### config.mk
export PLATFORM = sky130hd
export DESIGN_NAME = vga_sync_gen
export DESIGN_NICKNAME = d
export VERILOG_FILES = /design/src/rtl/vga_sync_gen.sv
export SDC_FILE = /design/constraint.sdc
export NUM_CORES = 1
export LEC_CHECK = 0
export ABC_CLOCK_PERIOD_IN_PS = 1900
export CAP_MARGIN = 20
export CELL_PAD_IN_SITES_DETAIL_PLACEMENT = 0
export CELL_PAD_IN_SITES_GLOBAL_PLACEMENT = 1
export CORE_ASPECT_RATIO = 0.8
export CORE_MARGIN = 3
export CORE_UTILIZATION = 40
export CTS_CLUSTER_DIAMETER = 150
export CTS_CLUSTER_SIZE = 28
export DETAILED_ROUTE_END_ITERATION = 8
export PLACE_DENSITY = 0.76
export REMOVE_ABC_BUFFERS = 1
export SKIP_LAST_GASP = 1
export SYNTH_ARGS = -nofsm -noshare
export SYNTH_HDL_FRONTEND = slang
export SYNTH_SLANG_ARGS = --single-unit
export TNS_END_PERCENT = 100
### constraint.sdc
create_clock -name clk -period 1.9 [get_ports clk]
set_input_delay 0.285 -clock clk [delete_from_list [all_inputs] [get_ports clk]]
set_output_delay 0.285 -clock clk [all_outputs]
set_load 0.005 [all_outputs]
### src/rtl/vga_sync_gen.sv
`default_nettype none
// ============================================================================
// Module      : vga_sync_gen
// Description : VGA/DVI timing generator with pixel-clock divider, per-axis
//               sync polarity, frame counter and programmable output delay.
// Revision    : 1.0 - initial release
// ============================================================================
module vga_sync_gen #(
    parameter int   C_CLK_DIV      = 2,
    parameter int   C_PXL_VISIBLE  = 640,
    parameter int   C_PXL_FPORCH   = 16,
    parameter int   C_PXL_SYNCH    = 96,
    parameter int   C_PXL_TOTAL    = 800,
    parameter int   C_LINE_VISIBLE = 480,
    parameter int   C_LINE_FPORCH  = 9,
    parameter int   C_LINE_SYNCH   = 2,
    parameter int   C_LINE_TOTAL   = 520,
    parameter int   C_NB_PXLS      = 10,
    parameter int   C_NB_LINES     = 10,
    parameter int   C_NB_FRAME     = 8,
    parameter logic C_HSYNC_ACT    = 1'b0,
    parameter logic C_VSYNC_ACT    = 1'b0,
    parameter int   C_PIPE_DLY     = 0
) (
    input  logic                  clk,
    input  logic                  rst,
    input  logic                  en_i,
    output logic                  new_pxl_o,
    output logic                  visible_o,
    output logic                  hsync_o,
    output logic                  vsync_o,
    output logic [C_NB_PXLS-1:0]  col_o,
    output logic [C_NB_LINES-1:0] row_o,
    output logic                  new_line_o,
    output logic                  new_frame_o,
    output logic [C_NB_FRAME-1:0] frame_cnt_o
);

    localparam int C_DIV_W  = (C_CLK_DIV > 1) ? $clog2(C_CLK_DIV) : 1;
    localparam int C_CNT_W  = C_NB_PXLS + C_NB_LINES + C_NB_FRAME;
    localparam int C_WORD_W = 6 + C_CNT_W;

    localparam logic [C_DIV_W-1:0]    C_DIV_MAX = C_DIV_W'(C_CLK_DIV - 1);
    localparam logic [C_NB_PXLS-1:0]  C_COL_MAX = C_NB_PXLS'(C_PXL_TOTAL - 1);
    localparam logic [C_NB_PXLS-1:0]  C_COL_VIS = C_NB_PXLS'(C_PXL_VISIBLE);
    localparam logic [C_NB_PXLS-1:0]  C_HS_BEG  = C_NB_PXLS'(C_PXL_VISIBLE + C_PXL_FPORCH);
    localparam logic [C_NB_PXLS-1:0]  C_HS_END  = C_NB_PXLS'(C_PXL_VISIBLE + C_PXL_FPORCH + C_PXL_SYNCH);
    localparam logic [C_NB_LINES-1:0] C_ROW_MAX = C_NB_LINES'(C_LINE_TOTAL - 1);
    localparam logic [C_NB_LINES-1:0] C_ROW_VIS = C_NB_LINES'(C_LINE_VISIBLE);
    localparam logic [C_NB_LINES-1:0] C_VS_BEG  = C_NB_LINES'(C_LINE_VISIBLE + C_LINE_FPORCH);
    localparam logic [C_NB_LINES-1:0] C_VS_END  = C_NB_LINES'(C_LINE_VISIBLE + C_LINE_FPORCH + C_LINE_SYNCH);

    // Output word layout: {new_pxl, new_line, new_frame, visible, hsync, vsync, col, row, frame}
    localparam logic [C_WORD_W-1:0] C_RST_WORD = {4'b0000, ~C_HSYNC_ACT, ~C_VSYNC_ACT, {C_CNT_W{1'b0}}};

    generate
        if (C_CLK_DIV < 1 || C_PIPE_DLY < 0 || C_PIPE_DLY > 15 || C_NB_FRAME < 1 ||
            C_PXL_TOTAL <= C_PXL_VISIBLE + C_PXL_FPORCH + C_PXL_SYNCH ||
            C_LINE_TOTAL <= C_LINE_VISIBLE + C_LINE_FPORCH + C_LINE_SYNCH ||
            (2 ** C_NB_PXLS) < C_PXL_TOTAL || (2 ** C_NB_LINES) < C_LINE_TOTAL) begin : g_bad_params
            $error("vga_sync_gen: invalid timing or counter-width parameters");
        end
    endgenerate

    logic [C_DIV_W-1:0]    div_q, div_d;
    logic [C_NB_PXLS-1:0]  col_q, col_d;
    logic [C_NB_LINES-1:0] row_q, row_d;
    logic [C_NB_FRAME-1:0] frame_q, frame_d;
    logic                  w_tick, w_col_max, w_row_max;
    logic                  w_vis, w_hs, w_vs, w_nl, w_nf;
    logic [C_WORD_W-1:0]   w_dec;
    logic [C_WORD_W-1:0]   pipe_q [0:C_PIPE_DLY];

    always_comb begin
        w_tick    = en_i && (div_q == C_DIV_MAX);
        w_col_max = (col_q == C_COL_MAX);
        w_row_max = (row_q == C_ROW_MAX);
        div_d     = div_q;
        col_d     = col_q;
        row_d     = row_q;
        frame_d   = frame_q;
        if (en_i) begin
            div_d = (div_q == C_DIV_MAX) ? '0 : div_q + 1'b1;
        end
        if (w_tick) begin
            col_d = w_col_max ? '0 : col_q + 1'b1;
            if (w_col_max) begin
                row_d = w_row_max ? '0 : row_q + 1'b1;
                if (w_row_max) begin
                    frame_d = frame_q + 1'b1;
                end
            end
        end
    end

    always_comb begin
        w_vis = (col_q < C_COL_VIS) && (row_q < C_ROW_VIS);
        w_hs  = (col_q >= C_HS_BEG && col_q < C_HS_END) ? C_HSYNC_ACT : ~C_HSYNC_ACT;
        w_vs  = (row_q >= C_VS_BEG && row_q < C_VS_END) ? C_VSYNC_ACT : ~C_VSYNC_ACT;
        w_nl  = w_tick && w_col_max;
        w_nf  = w_nl && w_row_max;
        w_dec = {w_tick, w_nl, w_nf, w_vis, w_hs, w_vs, col_q, row_q, frame_q};
    end

    // Counters are decoded together so every output shares one latency.
    always_ff @(posedge clk) begin
        if (rst) begin
            div_q   <= '0;
            col_q   <= '0;
            row_q   <= '0;
            frame_q <= '0;
            for (int i = 0; i <= C_PIPE_DLY; i++) begin
                pipe_q[i] <= C_RST_WORD;
            end
        end else begin
            div_q     <= div_d;
            col_q     <= col_d;
            row_q     <= row_d;
            frame_q   <= frame_d;
            pipe_q[0] <= w_dec;
            for (int i = 1; i <= C_PIPE_DLY; i++) begin
                pipe_q[i] <= pipe_q[i-1];
            end
        end
    end

    assign {new_pxl_o, new_line_o, new_frame_o, visible_o, hsync_o, vsync_o,
            col_o, row_o, frame_cnt_o} = pipe_q[C_PIPE_DLY];

endmodule
`default_nettype wire

==> metrics.yaml, run 1 <==
yosys:
  synth-seq-area-share_pct: 52.7
  synth.avg_cell_area_um2: 9.80
  yosysTopAreaCell: "dfxtp_1"
  yosysUniqueCellTypes: 37
  synth-seq-cells: 63
  ys.flop_type: "dfxtp_1"
  synthesis.area_mm2: 0.00239
  synthTopCellsByCount: "dfxtp_1, nor2b_1, nor2_1, a21oi_1, nand3_1"
  async_reset_ff_share_pct: 0
  synth_edf_count: 0
  synth_top_area_share_pct: 52.7
  netlist_instances: 244
  synth_area_leaders: "dfxtp_1, nor2b_1, nor2_1"
  synth.most_common_cell: "dfxtp_1"
  yosys_warnings: 0
sta:
  clock.fmax_mhz: 561
  tightest_slew_ps: 493
  period_needed_ps: 1780
  relSlewSlack_pct: 67.1
  post-route-period-util_pct: 93.7
  tns_ps: 0
  clock_skew_ps: 7.88
  holdWs_ps: 381
  finalMaxSlewViolations: 0
  finalHoldViolCount: 0
  finalSetupViolations: 0
global_routing:
  grt_pass1_vias: 1744
  grt_max_degree: 30
  overflow: 0
  antenna_found_initial: 0
  grt_pass1_wl_um: 7960
  track_usage_pct: 14.9
route:
  num_vias: 1850
  initialDrtViolationCount: 88
  wire_per_inst_um: 11.7
  drt-total-wl_um: 4500
  first_pass_iters: 4
  drc_errors: 0
  viasPerCell: 4.81
  ant_nets: 0
power_and_ir_drop:
  switching_share_pct: 20.9
  pwr-share-comb_pct: 2.5
  max-vdd-ir-drop_uv: 497
  p_int_w: 0.00199
  seq_power_share_pct: 52.9
  power_per_cell_area_mw_per_mm2: 799
  p_sw_w: 0.000527
  leakage_nw: 1.19
  clock_power_share_pct: 44.6
cells_and_area:
  diodes: 0
  areaGrowthSynthToFinish_pct: 31.8
  fillers: 533
  layout-drive-gt1-share_pct: 15.3
  nets: 311
clock_tree:
  hold_buffers: 0
  cts_tree: "done"
  clk_latency_ps: 340
  numCtsBuffers: 9
  cts_root_buf: "clkbuf_8"
  htreeDepth: 3
  clock_sinks: 63
  clock_path_buffers: 2
  clkSlewWorstSetupHoldPaths_ps: 70
worst_setup_path:
  crit_required_ps: 2170
  worstSetupPathType: "register to register"
  path_max_fanout: 10
  ff2ff_path_depth: 6
  end_kind: "register"
  crit_arrival_ps: 2060
  startpoint_type: "register"
run:
  drv_cap: 0
hold_path:
  holdPathStages: 2
  hp-class: "primary input to register"
place:
  port_buffers: 36
  gp_congestion: 0.762
  hpwl_um: 3190
die:
  fp-row-count: 24
  die_h_um: 75.2
  initial_core_util_pct: 42.6
  core-area_mm2: 0.00562
  dieArea_mm2: 0.00695
  io_pins: 37
  dieWidth_um: 92.4
status:
  status: "completed"
[power by group through the flow]
stage / Sequential [W] / Combinational, W / Clock [W]
6_report: 0.00133 / 0.0000623 / 0.00112
5_1_grt: 0.00133 / 0.0000719 / 0.00122
4_1_cts: 0.00133 / 0.0000638 / 0.00116
3_5_place_dp: 0.00136 / 0.0000638 / 0
3_3_place_gp: 0.00136 / 0.0000629 / 0
2_1_floorplan: 0.00136 / 0.0000179 / 0
[area by class of cell]
| cell class | instances | area [µm²] | area share [%] |
|---|---|---|---|
| Clock inverter | 4 | 45.0 | 1.43 |
| Inverter | 7 | 26.3 | 0.834 |
| Timing Repair Buffer | 59 | 528 | 16.8 |
| Tap cell | 78 | 97.6 | 3.10 |
| Clock buffer | 12 | 145 | 4.60 |
| Sequential cell | 63 | 1260 | 40.1 |
| Multi-Input combinational cell | 162 | 1050 | 33.2 |
[layer usage]
| layer | global-route usage, % | part of all wire, % | vias up |
|---|---|---|---|
| met5 | 0 | 0 | - |
| met4 | 5.27 | 1.3 | 0 |
| met3 | 7.19 | 5.4 | 6 |
| li1 | - | - | 968 |
| met1 | 17.8 | 49 | 838 |
| met2 | 23.7 | 45 | 38 |
[stage by stage]
step	setup WS [ps]	power [W]	std cells	area [µm²]	util, %
after global routing	-1.59	0.00262	385	3150	56.1
after floorplan	34.9	0.00138	232	2330	-
after CTS	13.9	0.00255	383	3130	55.8
final	119	0.00252	385	3150	56.1
after detailed placement	-88.9	0.00143	367	2940	52.4
after global placement	-66.7	0.00142	367	2940	52.4
[cells by family (layout without fill, tap and decap cells)]
| kind of cell | after synthesis | in the layout | synth area share, % |
|---|---|---|---|
| and+or+nand+nor | 113 | 113 | 27.9 |
| DFF | 63 | 63 | 52.7 |
| AOI/OAI and AO/OA | 28 | 28 | 6.75 |
| buffers and inverters | 19 | 82 | 3.56 |
| xor gates and xnor gates | 11 | 11 | 4.03 |
| adders and majority gates | 6 | 6 | 3.14 |
| muxes | 4 | 4 | 1.88 |
[layout by cell type (no fill, tap or decap), types with 10 or more instances in the layout]
| master | count |
|---|---|
| clkbuf_8 | 10 |
| clkdlybuf4s50_1 | 35 |
| buf_4 | 23 |
| a21oi_1 | 13 |
| nand3_1 | 13 |
| nor2_1 | 22 |
| nor2b_1 | 24 |
| dfxtp_1 | 62 |
[sequential cells by signal, summed over array words and instances, names as in the netlist]
name and cells:
pipe_q 34, col_q 10, row_q 10, div_q 1, frame_q 8
[worst max-delay path, cell delays in order (launching register included)]
cell     delay (ps)
dfxtp_2         360
ha_2            190
and4_1          190
buf_4           160
nand4_4         140
or4b_1          530
a21oi_1         150
[final timing paths]
kind,start,endpoint,slack [ps]
min,rst,pipe_q[0][9],380
max reg2reg,col_q[1],row_q[9],120
max,col_q[1],row_q[9],120
min reg2reg,col_q[9],pipe_q[0][29],480
[timing repair]
action / 4_1_cts / 5_1_grt
endpoints found under the setup margin: 0 / 11
buffers inserted: 0 / 2
gates resized for setup: 0 / 2
(Power assumes the default switching activity.)
==> inputs of run 2 (changes only) <==
Settings changed: ABC_AREA set to 1, CAP_MARGIN 20 to unset, CORE_UTILIZATION 40 to 41, CTS_BUF_LIST set to sky130_fd_sc_hd__clkbuf_4 sky130_fd_sc_hd__clkbuf_8, PLACE_DENSITY 0.76 to 0.81.
==> run 2 against run 1 <==
Final cell count grew 17%. Die area grew 1.5%. Critical path type unchanged. Clock skew is essentially flat. Setup slack gained 91 ps. Largest cell class unchanged. Sequential share of layout area shrank 0.25 points. Count of clock-buffer cells in the layout shrank 2. Critical endpoint is now row_q[5]. Global-route usage grew 1.8 points. Via count grew 13%.
==> metrics.yaml, run 2 <==
global_routing:
  overflow: 0
  antenna_found_initial: 0
  grt_pass1_vias: 1863
  grt_max_degree: 18
  grt_pass1_wl_um: 8920
  track_usage_pct: 16.7
worst_setup_path:
  r2r-start: "row_q[0]"
  crit_chain: "ha_1 -> nand3_1 -> nor3_2 -> nand2_1 -> nand2_1 -> nor3_1"
  end_kind: "register"
  worstSetupPathType: "register to register"
  cp_num_cells: 6
  ff2ff_path_depth: 6
  crit_required_ps: 2110
  reg2reg_slack_ps: 210
  cp_slowest_cell: "dfxtp_1"
  crit_path_frequent_cell: "nand2_1"
  critPathTopFamily: "simple AND/OR/NAND/NOR gates"
  slowest_delay_ps: 380
  r2r_end: "row_q[5]"
  startpoint_type: "register"
  crit_arrival_ps: 1900
  path_max_fanout: 6
  critPathBufInv: 0
route:
  drt-total-wl_um: 5280
  num_vias: 2084
  viasPerCell: 4.63
  ant_nets: 0
  first_pass_iters: 4
  wire_per_inst_um: 11.7
  drc_errors: 0
  initialDrtViolationCount: 99
sta:
  finalSetupViolations: 0
  period_needed_ps: 1690
  tightest_slew_ps: 365
  relSlewSlack_pct: 75.4
  tns_ps: 0
  post-route-period-util_pct: 88.9
  finalMaxSlewViolations: 0
  finalHoldViolCount: 0
  clock.fmax_mhz: 592
  rsz0062_at_grt: "false"
  clock_skew_ps: 8.23
cells_and_area:
  layout-drive-gt1-share_pct: 11.6
  largest_reg_flops: 34
  stdcell_area_mm2: 0.00317
  finalNonFillerCells: 450
  areaGrowthSynthToFinish_pct: 27.2
  top_regs: "pipe_q x34, col_q x10, row_q x10"
  nets: 376
  final_cell_mix: "nor2_1, dfxtp_1, nand2_1"
  diodes: 0
  layout_commonest_cell: "nor2_1"
  regMostFlops: "pipe_q"
yosys:
  ys.flop_type: "dfxtp_1"
  yosys_warnings: 0
  async_reset_ff_share_pct: 0
  synth_edf_count: 0
  netlist_instances: 318
  synth-seq-area-share_pct: 50.7
  synth-seq-cells: 63
  synthesis.area_mm2: 0.00249
  synth.most_common_cell: "nor2_1"
  yosysUniqueCellTypes: 27
  synth_area_leaders: "dfxtp_1, nor2_1, nand2_1"
  synth.avg_cell_area_um2: 7.83
  yosysTopAreaCell: "dfxtp_1"
  synth_top_area_share_pct: 50.7
  synthTopCellsByCount: "nor2_1, dfxtp_1, nand2_1, inv_1, nand3_1"
hold_path:
  hold_path_end: "pipe_q[0][1]"
  hp-class: "register to register"
  holdPathStages: 2
  min_from: "frame_q[1]"
clock_tree:
  clock_path_buffers: 2
  hold_buffers: 0
  clkSlewWorstSetupHoldPaths_ps: 70
  postCtsSetupBuffers: 0
  cts_root_buf: "clkbuf_8"
  clk_latency_ps: 330
  htreeDepth: 3
  clock_sinks: 63
  cts_tree: "done"
  cts_resized: 0
  numCtsBuffers: 9
die:
  dieWidth_um: 93.1
  initial_core_util_pct: 44.1
  io_pins: 37
  dieArea_mm2: 0.00705
  core-area_mm2: 0.00565
  fp-row-count: 24
  die_h_um: 75.7
place:
  place_area_mm2: 0.00298
  placed_cells: 434
  gp_congestion: 0.872
  hpwl_um: 4030
  port_buffers: 36
run:
  drv_cap: 0
power_and_ir_drop:
  max-vdd-ir-drop_uv: 513
  power_per_cell_area_mw_per_mm2: 791
  leakage_nw: 1.27
status:
  status: "completed"
run 2: cell count changes in the layout (fill, tap and decap cells not counted), moves of 17 or more:
cell,delta
inv_1,+33
nor2_1,+43
nor2b_1,-24
nand2_1,+40
buf_4,-17
run 2: how the worst max path moves through the flow:
stage,startpoint,endpoint
after floorplan,row_q[0],row_q[3]
after global placement,en_i,col_q[6]
after detailed placement,en_i,col_q[9]
final,row_q[0],row_q[5]
after CTS,row_q[0],row_q[5]
after global routing,row_q[0],row_q[5]
run 2: metal layers:
layer	GRT usage (%)	vias to the layer above	share of wire (%)
met4	4.88	0	0.74
met1	23.3	939	52
met5	0	-	0
met2	23.9	45	41
li1	-	1095	-
met3	6.52	5	5.9
run 2: cell families (layout without fill, tap and decap cells):
| kind of cell | count (synthesis) | count (layout) | synth area share [%] |
|---|---|---|---|
| buf+inv | 49 | 103 | 7.49 |
| simple gates | 168 | 168 | 31.0 |
| compound gates | 25 | 25 | 5.38 |
| flops | 63 | 63 | 50.7 |
| fa+ha+maj | 6 | 6 | 3.01 |
| xor+xnor | 7 | 7 | 2.46 |
run 2: final cells by class:
class / count / area, µm²
tap: 78 / 97.6
fill: 549 / 2480
sequential: 63 / 1260
timing repair buffer: 42 / 405
inverter: 45 / 169
multi-input combinational: 206 / 1040
clock buffer: 10 / 131
clock inverter: 6 / 61.3
run 2: through the flow:
| step | worst slack, ps | utilization, % | total power, W | hold slack [ps] |
|---|---|---|---|---|
| floorplan | 530 | - | 0.00138 | 354 |
| global placement | 135 | 52.7 | 0.00142 | 452 |
| detailed placement | 75.5 | 52.7 | 0.00142 | 454 |
| CTS | 209 | 56.1 | 0.00254 | 464 |
| global route | 81.3 | 56.1 | 0.00262 | 487 |
| finish | 210 | 56.1 | 0.00250 | 464 |
run 2: power breakdown:
part           leakage (nW)  internal [W]  switching (W)
registers             0.508       0.00133     0.00000302
clock network        0.0994      0.000615       0.000503
logic                 0.665     0.0000202      0.0000370
total                  1.27       0.00196       0.000543
run 2: tightest hold or removal path, stage by stage (launching register included):
cell     delay, ps
dfxtp_1        330
inv_1           50
nor2_1          40
